`src/rtl/qspi_rom_responder.sv`:
```
// Flash-side responder that emulates a quad-I/O fast-read (0xEB) NOR flash in front of a
// synchronous byte memory. SCK is oversampled by clk; all SPI inputs are synchronized first.
module qspi_rom_responder #(
  parameter int         ADDR_BITS     = 24,
  parameter int         MEM_ADDR_BITS = 12,
  parameter int         DUMMY_CYCLES  = 4,
  parameter logic [7:0] CMD_READ      = 8'hEB,
  parameter int         SYNC_STAGES   = 2
) (
  input  logic                     clk,
  input  logic                     reset,
  input  logic                     spi_select,
  input  logic                     spi_clk_in,
  input  logic [3:0]               spi_data_in,
  output logic [3:0]               spi_data_out,
  output logic [3:0]               spi_data_oe,
  output logic [MEM_ADDR_BITS-1:0] mem_addr,
  output logic                     mem_read,
  input  logic [7:0]               mem_data,
  output logic                     continuous,
  output logic                     busy
);

  typedef enum logic [2:0] {
    IDLE,
    CMD,
    ADDR,
    MODE,
    DUMMY,
    DATA,
    IGNORE
  } state_t;

  localparam logic [7:0] ADDR_LAST  = 8'(ADDR_BITS / 4 - 1);
  localparam logic [7:0] DUMMY_LAST = 8'(DUMMY_CYCLES);

  state_t                         state;
  logic [SYNC_STAGES-1:0]         cs_sync;
  logic [SYNC_STAGES-1:0]         sck_sync;
  logic [SYNC_STAGES-1:0][3:0]    io_sync;
  logic                           cs_prev;
  logic                           sck_prev;
  logic                           cs_s;
  logic                           sck_s;
  logic [3:0]                     io_s;
  logic                           cs_fall;
  logic                           sck_rise;
  logic                           sck_fall;
  logic [7:0]                     cnt;
  logic [6:0]                     cmd_sr;
  logic [MEM_ADDR_BITS-1:0]       addr_sr;
  logic [3:0]                     mode_hi;
  logic                           low_next;
  logic                           fetch_q;
  logic [7:0]                     byte_q;

  // Sync flops reset low so a CS already low at reset release never looks like a fall;
  // the rest of an interrupted transaction is therefore ignored until CS returns high.
  always_ff @(posedge clk) begin
    if (reset) begin
      cs_sync  <= '0;
      sck_sync <= '0;
      io_sync  <= '0;
      cs_prev  <= 1'b0;
      sck_prev <= 1'b0;
    end else begin
      cs_sync[0]  <= spi_select;
      sck_sync[0] <= spi_clk_in;
      io_sync[0]  <= spi_data_in;
      for (int i = 1; i < SYNC_STAGES; i++) begin
        cs_sync[i]  <= cs_sync[i-1];
        sck_sync[i] <= sck_sync[i-1];
        io_sync[i]  <= io_sync[i-1];
      end
      cs_prev  <= cs_s;
      sck_prev <= sck_s;
    end
  end

  assign cs_s     = cs_sync[SYNC_STAGES-1];
  assign sck_s    = sck_sync[SYNC_STAGES-1];
  assign io_s     = io_sync[SYNC_STAGES-1];
  assign cs_fall  = cs_prev & ~cs_s;
  assign sck_rise = sck_s & ~sck_prev;
  assign sck_fall = ~sck_s & sck_prev;
  assign busy     = (state != IDLE);

  // Fetched byte lands one clk after the strobe; it is consumed only on later SCK falls.
  always_ff @(posedge clk) begin
    if (reset) begin
      fetch_q <= 1'b0;
      byte_q  <= '0;
    end else begin
      fetch_q <= mem_read;
      if (fetch_q) byte_q <= mem_data;
    end
  end

  always_ff @(posedge clk) begin
    if (reset) begin
      state        <= IDLE;
      spi_data_out <= '0;
      spi_data_oe  <= '0;
      mem_addr     <= '0;
      mem_read     <= 1'b0;
      continuous   <= 1'b0;
      cnt          <= '0;
      cmd_sr       <= '0;
      addr_sr      <= '0;
      mode_hi      <= '0;
      low_next     <= 1'b0;
    end else begin
      mem_read <= 1'b0;
      if (cs_s) begin
        // CS high wins over any coincident SCK edge.
        state       <= IDLE;
        spi_data_oe <= '0;
        cnt         <= '0;
      end else begin
        case (state)
          IDLE: begin
            if (cs_fall) begin
              cnt   <= '0;
              state <= continuous ? ADDR : CMD;
            end
          end
          CMD: begin
            if (sck_rise) begin
              cmd_sr <= {cmd_sr[5:0], io_s[0]};
              if (cnt == 8'd7) begin
                cnt   <= '0;
                state <= ({cmd_sr, io_s[0]} == CMD_READ) ? ADDR : IGNORE;
              end else begin
                cnt <= cnt + 8'd1;
              end
            end
          end
          ADDR: begin
            // Only the low MEM_ADDR_BITS survive the shift; higher address bits fall off.
            if (sck_rise) begin
              addr_sr <= {addr_sr[MEM_ADDR_BITS-5:0], io_s};
              if (cnt == ADDR_LAST) begin
                cnt   <= '0;
                state <= MODE;
              end else begin
                cnt <= cnt + 8'd1;
              end
            end
          end
          MODE: begin
            if (sck_rise) begin
              if (cnt == 8'd0) begin
                mode_hi <= io_s;
                cnt     <= 8'd1;
              end else begin
                continuous <= (mode_hi == 4'hA);
                mem_addr   <= addr_sr;
                mem_read   <= 1'b1;
                cnt        <= '0;
                state      <= DUMMY;
              end
            end
          end
          DUMMY: begin
            if (sck_rise && cnt != DUMMY_LAST) begin
              cnt <= cnt + 8'd1;
            end else if (sck_fall && cnt == DUMMY_LAST) begin
              spi_data_oe  <= 4'hF;
              spi_data_out <= byte_q[7:4];
              low_next     <= 1'b1;
              state        <= DATA;
            end
          end
          DATA: begin
            if (sck_fall) begin
              if (low_next) begin
                spi_data_out <= byte_q[3:0];
                mem_addr     <= mem_addr + 1'b1;
                mem_read     <= 1'b1;
                low_next     <= 1'b0;
              end else begin
                spi_data_out <= byte_q[7:4];
                low_next     <= 1'b1;
              end
            end
          end
          IGNORE: begin
            spi_data_oe <= '0;
          end
          default: begin
            state <= IDLE;
          end
        endcase
      end
    end
  end

endmodule

```
`config.mk`:
```
export PLATFORM = sky130hd
export DESIGN_NAME = qspi_rom_responder
export DESIGN_NICKNAME = d
export VERILOG_FILES = /design/src/rtl/qspi_rom_responder.sv
export SDC_FILE = /design/constraint.sdc
export NUM_CORES = 1
export LEC_CHECK = 0
export BUFFER_PORTS_ARGS = -buffer_cell sky130_fd_sc_hd__buf_2
export CAP_MARGIN = 40
export CORE_ASPECT_RATIO = 1.5
export CORE_UTILIZATION = 58
export DETAILED_ROUTE_END_ITERATION = 8
export PLACE_DENSITY = 0.83
export SLEW_MARGIN = 10
export SYNTH_ARGS = -nofsm -noshare
export SYNTH_HDL_FRONTEND = slang
export SYNTH_SLANG_ARGS = --single-unit
```
`constraint.sdc`:
```
create_clock -name clk -period 2.3 [get_ports clk]
set_clock_uncertainty 0.05 [all_clocks]
set_input_delay 0.115 -clock clk [delete_from_list [all_inputs] [get_ports clk]]
set_output_delay 0.115 -clock clk [all_outputs]
set_load 0.01 [all_outputs]
```
==> metrics, run 1 <==
Bufs on Longest Clock Path=2; Post-synth top cells=dfxtp_1 (77), nand2_1 (52), nor2_1 (43); share of the synthesized area in the top cell type=roughly 42%; CP Data Required Time=approximately 2.5 ns; Die Ht=98.94 um; maximum number of pins on one net before global-route repair=42; number of I/O pins=39; setup repair after global routing missed its margin=false; CP Capture Point=cnt[0]$_SDFFE_PP0P_; post-synth top area cell=dfxtp_1; antenna violations before repair=0; HPWL Detailed=approximately 5700 um; cells on worst reg2reg path=6; post-DR vias/cell=about 6; period utilization=about 90%; Antenna Nets Post-Route=0; first-pass GRT wire length=approximately 14000 um; # diodes=0; via count=~3200; EDFF count, synth=0; drt drc=0; cell count after synthesis=between 400 and 500; CP startpoint kind=register; count leader, synth=dfxtp_1; gr ovfl total=0; Yosys cell types=61; final WL=between 8000 and 9000 um; CTS tree=yes; static leakage=roughly 1.6 nW; die area=around 6600 sq um; Slew Limit Fails=0; Crit. End Element=register; Cell Area, Synth=between 3000 and 4000 sq um; worst reg2reg endpoint=cnt[0]$_SDFFE_PP0P_; reg2reg start=state[0]$_SDFFE_PP0P_; Max Cap Viol=0; CP Class=reg2reg; peak supply drop=between 400 and 500 uV; final count of hold timing violations=0; vias in the first global route=around 3000; DR WL/cell=roughly 15 um; Skew-Pair Late Insertion Delay=roughly 0.36 ns; drt pass-1 iters=5; area growth from synthesis to layout=15.77%; fin nets=486; Final Cell Area=between 4000 and 5000 sq um; Starting Density=59.69%; Area contributors post-synth=dfxtp_1 (42%), mux2i_1 (5.5%), nand2_1 (5.4%); Avg Cell Area, Syn=just under 9 sq um; post-synthesis sequential area ratio=a little over two fifths; worst-path fanout max=14; Worst Hold Class=in2reg; Post-CTS Setup Bufs=0; clock buffer count from CTS=9; f_max=between 400 and 500 MHz; max_slew headroom=a little over half; status=completed; Yosys Warn Count=0; First DRT Iteration DRCs=251; PwrDens=approximately 600 nW/um^2; final setup TNS=0 ns; fin crit period=between 2 and 2.5 ns; syn_nets=about 440; main flop type after synthesis=dfxtp_1; Port Buffers=38; Worst-Margin Slew=0.6811 ns; clock root cell=clkbuf_8; total clock sinks=77; Worst EP arrival=approximately 2.3 ns; site row count=35; RePlAce Congestion=0.8706; post-synthesis async set-or-reset flop share=0%; Setup violations, final=0; crit path launch=state[0]$_SDFFE_PP0P_; Area after DPL=3867 sq um; Worst R2R Setup Slack=between 0.15 and 0.2 ns; Die X=roughly 67 um; layout cells sized above 1=a little under a fifth; Worst-path clk slew=about 0.080 ns; H-tree depth=3; GRT Util Overall=between 20% and 30%; area of the core=6087 sq um; register bit total from synthesis=77; Finished Core Util=69.11%
## layout make-up
type	instances	area (sq um)
clock buffers	10	137.6
repair buffers	66	435.4
flip-flops and latches	77	1541
clock inverters	5	60.06
fillers	485	1881
multi-input cells	309	1928
inverters	3	11.26
well taps	74	92.59
## layer usage
metal | part of all wire (%) | global-route usage (%) | up-vias
met5 | 0 | 0 | -
met4 | 2.5 | 14.08 | 0
met3 | 3.8 | 6.134 | 19
met2 | 54 | 48.56 | 85
met1 | 39 | 30.40 | 1540
li1 | - | - | 1592
## per-stage QoR
stage,setup slack (ns),cells,hold slack (ns),power (W)
floorplan,0.4299,418,0.1932,0.001443
global placement,0.2531,515,0.2722,0.001474
detailed placement,0.1845,515,0.2819,0.001478
CTS,0.1634,544,0.1342,0.002502
global route,0.01415,544,0.1537,0.002573
finish,0.1704,544,0.1443,0.002483
## what timing repair did
action | 4_1_cts | 5_1_grt
resized for setup | 0 | 1
endpoints found under the setup margin | 0 | 3
hold buffers | 14 | 0
hold endpoints to repair | 14 | 0
## cells by family after synthesis
kind of cell / Yosys count / share of synthesized area, %
flip-flops: 77 / 42.42
XOR/XNOR: 1 / 0.2411
adder cells (fa/ha/maj): 4 / 1.377
AO/OA/AOI/OAI: 87 / 17.56
buffers and inverters: 32 / 4.545
multiplexers: 21 / 5.819
AND/OR/NAND/NOR: 196 / 28.03
## layout by cell type, fill, tap and decap left out, drive strengths merged, types with 5 or more instances in the layout
master       instances
nor2                43
nor3                 7
a31oi                7
nand2               53
clkbuf              10
a21oi               32
dfxtp               77
dlygate4sd3         14
nand2b               9
mux2i               20
o21ai                9
nand3               36
o32ai                5
a311oi               6
or3                  5
nor2b               17
buf                 52
## worst min-delay path by stage
stage,start,to,slack [ns],cells after the start
finish,reset,byte_q[3]$_SDFFE_PP0P_,0.14,2
global route,reset,byte_q[1]$_SDFFE_PP0P_,0.15,2
CTS,reset,byte_q[1]$_SDFFE_PP0P_,0.13,2
detailed placement,spi_data_in[2],io_sync[2]$_SDFF_PP0_,0.28,2
global placement,spi_data_in[2],io_sync[2]$_SDFF_PP0_,0.27,2
floorplan,spi_select,cs_sync[0]$_SDFF_PP0_,0.19,1
## flip-flops by register name (all words and copies together) (netlist names), 2 cells and up
name          flops
addr_sr          12
mem_addr         12
byte_q            8
cnt               8
cmd_sr            7
io_s              4
io_sync           4
mode_hi           4
spi_data_out      4
state             3
cs_sync           2
sck_sync          2
## where the power goes
part	leakage (nW)	switching, W	total [W]	internal [W]
combinational	0.880	0.0000630	0.000114	0.0000515
sequential	0.623	0.00000800	0.00135	0.00134
clock	0.0987	0.000489	0.00102	0.000528
## critical path: stages (launching register included)
cell,delay (ns)
dfxtp_1,0.36
buf_4,0.20
or2_2,0.35
a21oi_1,0.45
o32ai_4,0.26
o21ai_0,0.24
a21oi_1,0.07
(Power assumes the default switching activity.)
==> run 2: changes to the inputs <==
--- a/config.mk
+++ b/config.mk
@@ -5,6 +5,7 @@
 export SDC_FILE = /design/constraint.sdc
 export NUM_CORES = 1
 export LEC_CHECK = 0
+export ABC_AREA = 1
 export BUFFER_PORTS_ARGS = -buffer_cell sky130_fd_sc_hd__buf_2
 export CAP_MARGIN = 40
 export CORE_ASPECT_RATIO = 1.5
==> run 2 against run 1 <==
Compared with the run above:
- combinational power rose to 5.6 times the previous value
- worst hold slack got worse by 0.13 ns
- synthesized cell count rose by 30%
- worst setup slack improved by 0.19 ns
- global-route usage fell by 2.2 points
- flip-flop and latch count did not move
- via count rose by 7.5%
- core utilization fell by 0.15 points
- die area rose by 2.9%
- cell area rose by 1.2%
- largest cell class unchanged
- largest power group unchanged
- highest routed layer unchanged
==> metrics, run 2 <==
status=completed; Die Ht=100.4 um (+1.5%); cell count after synthesis=544 (+30%); main flop type after synthesis=dfxtp_1; Area contributors post-synth=dfxtp_1 (41%), nand2_1 (10%), nor2_1 (9.0%); Yosys Warn Count=0 (unchanged); RePlAce Congestion=0.9296 (+6.8%); Max Cap Viol=0 (unchanged); static leakage=1.851 nW (+16%); most common cell after layout, fill and taps aside=nand2_1; peak supply drop=530.9 uV (+25%); DR WL/cell=11.59 um (-24%); share of the synthesized area in the top cell type=41.19% (-1.2 points); hold slack=0.01392 ns (-0.1303 ns); Bufs on Longest Clock Path=2 (unchanged); H-tree depth=3 (unchanged); Sw Share=31.78% (+9.2 points); Cell Int Power=0.002087 W (+8.5%); period utilization=84.36% (-8.2 points); # resized after CTS=0 (unchanged); First DRT Iteration DRCs=166 (-34%); syn_nets=564 (+29%); die area=6784 sq um (+2.9%); drt pass-1 iters=4 (-1); Logic pwr share=20.7% (+16 points); PwrDens=718.6 nW/um^2 (+22%); post-synthesis async set-or-reset flop share=0% (unchanged); CTS tree=yes; placed insts=644 (+25%); setup repair after global routing missed its margin=false; count leader, synth=nand2_1; post-synthesis sequential area ratio=41.19% (-1.2 points); Worst-path clk slew=0.08 ns (about the same); post-DR vias/cell=5.176 (-13%); Starting Density=60.61% (+0.92 points); final count of hold timing violations=0 (unchanged); Largest regs=addr_sr x12, mem_addr x12; crit path launch=state[0]$_SDFFE_PP0P_; max_slew headroom=65.60% (+11 points); register bit total from synthesis=77 (unchanged); clock buffer count from CTS=9 (unchanged); final WL=7790 um (-5.8%); post-synth top area cell=dfxtp_1; Die X=67.59 um (+1.4%); final std cells w/o fill=672 (+24%); Worst EP arrival=2.15 ns (-0.15 ns); fin nets=613 (+26%); f_max=515.4 MHz (+9.8%); Pwr Total=0.003060 W (+23%); CP Class=reg2reg; number of I/O pins=39 (unchanged); # diodes=0 (unchanged); drt drc=0 (unchanged); first-pass GRT wire length=13190 um (-5.5%); GRT Util Overall=25.59% (-2.2 points); clock root cell=clkbuf_8; area growth from synthesis to layout=13.77%; most frequent cells in the layout=nand2_1 (102), nor2_1 (90), dfxtp_1 (77); final setup TNS=0 ns (unchanged); Setup violations, final=0 (unchanged); Yosys cell types=35 (-43%); Post-synth top cells=nand2_1 (102), nor2_1 (90), dfxtp_1 (77); via count=3478 (+7.5%); reg2reg start=state[0]$_SDFFE_PP0P_; Avg Cell Area, Syn=6.879 sq um (-21%); Fillers=555 (+14%); maximum number of pins on one net before global-route repair=24 (-43%); Hold Buf Count CTS=12 (-2); layout cells sized above 1=17.06% (-1.7 points); Cell Area, Synth=3742 sq um (+3.0%); sequential power share=48.5% (-5.9 points); total clock sinks=77 (unchanged); HPWL Detailed=5828 um (+2.2%); Worst-Margin Slew=0.5161 ns (-0.1650 ns); Worst Hold Class=in2reg; site row count=35 (unchanged); fin crit period=1.940 ns (-0.1892 ns); HP Start=mem_data[3]; vias in the first global route=3161 (+3.0%); Slew Limit Fails=0 (unchanged); Post-CTS Setup Bufs=0 (unchanged); worst-path fanout max=17 (+3); Skew-Pair Late Insertion Delay=0.35 ns (about the same); Crit. End Element=register; Antenna Nets Post-Route=0 (unchanged); CP startpoint kind=register; NetSw=0.0009724 W (+74%); Clock power frac=30.8% (-10 points); antenna violations before repair=0 (unchanged); gr ovfl total=0 (unchanged); EDFF count, synth=0 (unchanged); CP Data Required Time=2.51 ns (+0.04 ns); area of the core=6175 sq um (+1.4%); Port Buffers=38 (unchanged)
==> run 2: worst max-delay path, stage by stage, from the launching register on <==
cell     delay, ns
dfxtp_1       0.54
nand3_4       0.21
inv_4         0.20
nand2_4       0.11
a21oi_2       0.45
nand3_1       0.15
nand2_1       0.09
nor2_1        0.04
==> run 2: area by class of cell <==
type | instances | area, sq um | share of cell area [%]
clock inverters | 4 | 31.28 | 0.7346
clock buffers | 12 | 155.1 | 3.644
repair buffers | 56 | 355.3 | 8.346
multi-input cells | 367 | 1772 | 41.61
well taps | 74 | 92.59 | 2.175
inverters | 82 | 310.3 | 7.288
flip-flops and latches | 77 | 1541 | 36.20
==> run 2: worst paths after layout <==
| check | to | slack (ns) | cells past startpoint |
|---|---|---|---|
| worst max-delay path | mem_addr[8]$_SDFFE_PP0P_ | 0.36 | 7 |
| worst min register to register | io_s[1]$_SDFF_PP0_ | 0.35 | 2 |
| worst min-delay path | byte_q[3]$_SDFFE_PP0P_ | 0.01 | 3 |
| worst max register to register | mem_addr[8]$_SDFFE_PP0P_ | 0.36 | 7 |
==> run 2: logic make-up after synthesis <==
| group | after synthesis | share of synthesized area, % |
|---|---|---|
| simple gates | 264 | 31.39 |
| compound gates | 99 | 14.61 |
| buf+inv | 100 | 11.47 |
| fa+ha+maj | 4 | 1.337 |
| flops | 77 | 41.19 |
==> run 2: routing by layer <==
layer	global-route usage, %	part of all wire, %
met2	45.54	51
met3	6.250	4.4
met4	11.29	2.3
met5	0	0
met1	27.46	42
==> run 2: through the flow <==
stage | cell area [sq um] | worst slack [ns] | util [%]
after floorplan | 3742 | 0.6880 | -
after global placement | 3951 | 0.4092 | 63.99
after detailed placement | 3951 | 0.3500 | 63.99
after CTS | 4258 | 0.3429 | 68.96
after global routing | 4258 | 0.09753 | 68.96
final | 4258 | 0.3596 | 68.96
==> run 2: power groups by stage <==
stage	logic [W]	clock network [W]	registers [W]
6_report	0.000634	0.000943	0.00148
5_1_grt	0.000719	0.00102	0.00150
4_1_cts	0.000633	0.000972	0.00148
3_5_place_dp	0.000615	0	0.00151
3_3_place_gp	0.000610	0	0.00151
2_1_floorplan	0.000465	0	0.00151
==> run 3: changes to the inputs <==
--- a/config.mk
+++ b/config.mk
@@ -5,7 +5,7 @@
 export SDC_FILE = /design/constraint.sdc
 export NUM_CORES = 1
 export LEC_CHECK = 0
-export ABC_AREA = 1
+export ABC_AREA = 0
 export BUFFER_PORTS_ARGS = -buffer_cell sky130_fd_sc_hd__buf_2
 export CAP_MARGIN = 40
 export CORE_ASPECT_RATIO = 1.5
==> constraint.sdc (replaced) <==
create_clock -name clk -period 2 [get_ports clk]
set_clock_uncertainty 0.05 [all_clocks]
set_input_delay 0.1 -clock clk [delete_from_list [all_inputs] [get_ports clk]]
set_output_delay 0.1 -clock clk [all_outputs]
set_load 0.01 [all_outputs]
==> run 3 against run 2 <==
Compared with the run above:
- first-iteration DRC count grew 75%
- fmax down 3.1%
- clock power increased by 36%
- the flow now finishes with violations (negative setup slack)
- critical path type unchanged
- worst setup slack got worse by 0.36 ns
- critical endpoint unchanged
- sequential power rose by 5%
- core utilization grew 2.7 points
- final cell count is 17% lower
- cell area grew 2.4%
- combinational power down 78%
==> metrics, run 3 (synthesis results as in run 1) <==
Worst path max stage delay=0.51 ns (-0.03 ns); placed insts=525 (-18%); Skew-Pair Late Insertion Delay=0.34 ns (about the same); Largest regs=addr_sr x12, mem_addr x12; crit path launch=cnt[0]$_SDFFE_PP0P_; Setup violations, final=1 (+1); f_max=499.5 MHz (-3.1%); final WL=8994 um (+15%); Worst R2R Setup Slack=-0.002 ns (-0.36 ns); static leakage=1.673 nW (-9.6%); GRT Util Overall=27.93% (+2.3 points); area growth from synthesis to layout=19.97%; CTS tree=yes; first-pass GRT wire length=14010 um (+6.2%); site row count=35 (unchanged); reg2reg start=cnt[0]$_SDFFE_PP0P_; Slew Limit Fails=0 (unchanged); CP Data Required Time=2.18 ns (-0.33 ns); clock buffer count from CTS=9 (unchanged); Worst Hold End=state[0]$_SDFFE_PP0P_; # diodes=0 (unchanged); Finished Core Util=71.61% (+2.7 points); pre-CTS WS=0.06892 ns (-0.2811 ns); final count of hold timing violations=0 (unchanged); Worst-Margin Slew=0.6483 ns (+0.1322 ns); CP startpoint kind=register; worst reg2reg endpoint=mem_addr[8]$_SDFFE_PP0P_; drt drc=0 (unchanged); maximum number of pins on one net before global-route repair=69 (+190%); vias in the first global route=3107 (-1.7%); CP Class=reg2reg; Starting Density=59.69% (-0.92 points); peak supply drop=909.7 uV (+71%); Worst Hold Class=in2reg; area of the core=6087 sq um (-1.4%); Max Cap Viol=0 (unchanged); post-DR vias/cell=6.099 (+18%); drt pass-1 iters=5 (+1); RePlAce Congestion=0.9364 (+0.73%); Area after DPL=3943 sq um (-0.22%); CP Buf/Inv Count=2 (+1); Crit. End Element=register; period utilization=100.1% (+16 points); fin crit period=2.002 ns (+0.06146 ns); failing checks=negative setup slack; Port Buffers=38 (unchanged); PwrDens=683.2 nW/um^2 (-4.9%); Final Cell Area=4359 sq um (+2.4%); HP Start=reset; WHS Path Cells=4 (+1); crit-path leading delay family=compound AO/OA/AOI/OAI gates; gr ovfl total=0 (unchanged); Antenna Nets Post-Route=0 (unchanged); worst-path fanout max=7 (-10); status=finished with violations; hold slack=0.1095 ns (+0.09554 ns); cells on worst reg2reg path=8 (+1); clock root cell=clkbuf_8; setup repair after global routing missed its margin=true; crit path cell chain=inv_2, ha_2, or4b_4, o21bai_4, a221o_1, buf_6, a21oi_1, o32ai_1; most common cell after layout, fill and taps aside=dfxtp_1; most frequent cells in the layout=dfxtp_1 (73), nand2_1 (52), nor2_1 (43); via count=3385 (-2.7%); DR WL/cell=16.21 um (+40%); Die Ht=98.94 um (-1.4%); final std cells w/o fill=555 (-17%); max_slew headroom=56.78% (-8.8 points); Die X=66.63 um (-1.4%); number of I/O pins=39 (unchanged); Bufs on Longest Clock Path=2 (unchanged); final setup margin=-0.001840 ns (-0.3615 ns); Worst EP arrival=2.18 ns (+0.03 ns); HPWL Detailed=5829 um (about the same); total clock sinks=77 (unchanged); antenna violations before repair=0 (unchanged); CP max stage cell=or4b_4; Worst-path clk slew=0.08 ns (about the same); H-tree depth=3 (unchanged); die area=6592 sq um (-2.8%); First DRT Iteration DRCs=290 (+75%); fin nets=496 (-19%); Post-CTS Setup Bufs=0 (unchanged); layout cells sized above 1=22.45% (+5.4 points)
## run 3: cell types whose count changed in the layout (fill, tap and decap cells not counted), moves of 6 or more
cell / delta
nand2_2: -11
a21oi_2: -7
nand2_1: -50
inv_1: -73
mux2i_1: +20
nand2b_1: +9
buf_4: +16
o21ai_0: -40
a311oi_1: +6
nor2b_1: +16
a31oi_1: +6
nor2_1: -47
## run 3: worst max path at each step
stage / endpoint / slack (ns) / cells past startpoint
2_1_floorplan: mem_addr[2]$_SDFFE_PP0P_ / 0.13 / 8
3_3_place_gp: cnt[0]$_SDFFE_PP0P_ / 0.12 / 5
3_5_place_dp: state[1]$_SDFFE_PP0P_ / 0.07 / 5
4_1_cts: mem_addr[8]$_SDFFE_PP0P_ / 0.02 / 6
5_1_grt: mem_addr[8]$_SDFFE_PP0P_ / -0.04 / 8
6_report: mem_addr[8]$_SDFFE_PP0P_ / -0.002 / 8
## run 3: power by group
| group | internal [W] | total, W | switching, W |
|---|---|---|---|
| combinational | 0.0000633 | 0.000139 | 0.0000759 |
| clock | 0.000742 | 0.00128 | 0.000540 |
| sequential | 0.00155 | 0.00156 | 0.0000110 |
| total | 0.00235 | 0.00298 | 0.000627 |
## run 3: layout make-up
cell class / instances / area (sq um)
inverters: 3 / 11.26
repair buffers: 76 / 518.0
clock buffers: 13 / 148.9
clock inverters: 3 / 68.82
fillers: 438 / 1728
well taps: 74 / 92.59
multi-input cells: 309 / 1973
flip-flops and latches: 77 / 1546
## run 3: per-stage QoR
step	power (W)	TNS, ns
after detailed placement	0.001704	0
after global routing	0.003075	-0.1131
final	0.002978	-0.001840
after global placement	0.001701	0
after floorplan	0.001660	0
after CTS	0.002990	0
## run 3: layer usage
metal	up-vias	share of wire, %	GRT usage (%)
met5	-	0	0
met2	121	51	46.54
met1	1610	39	30.04
met3	42	3.9	6.366
li1	1612	-	-
met4	0	6.3	19.97
## run 3: what timing repair did
action,in CTS,in global routing
hold buffers,14,0
gates resized for setup,0,19
setup endpoints to repair,0,21
endpoints found under the hold margin,14,0
## run 3: tightest hold or removal path: stages
cell	delay, ns
buf_2	0.12
nor2_1	0.10
nand2_1	0.08
o21ai_0	0.06
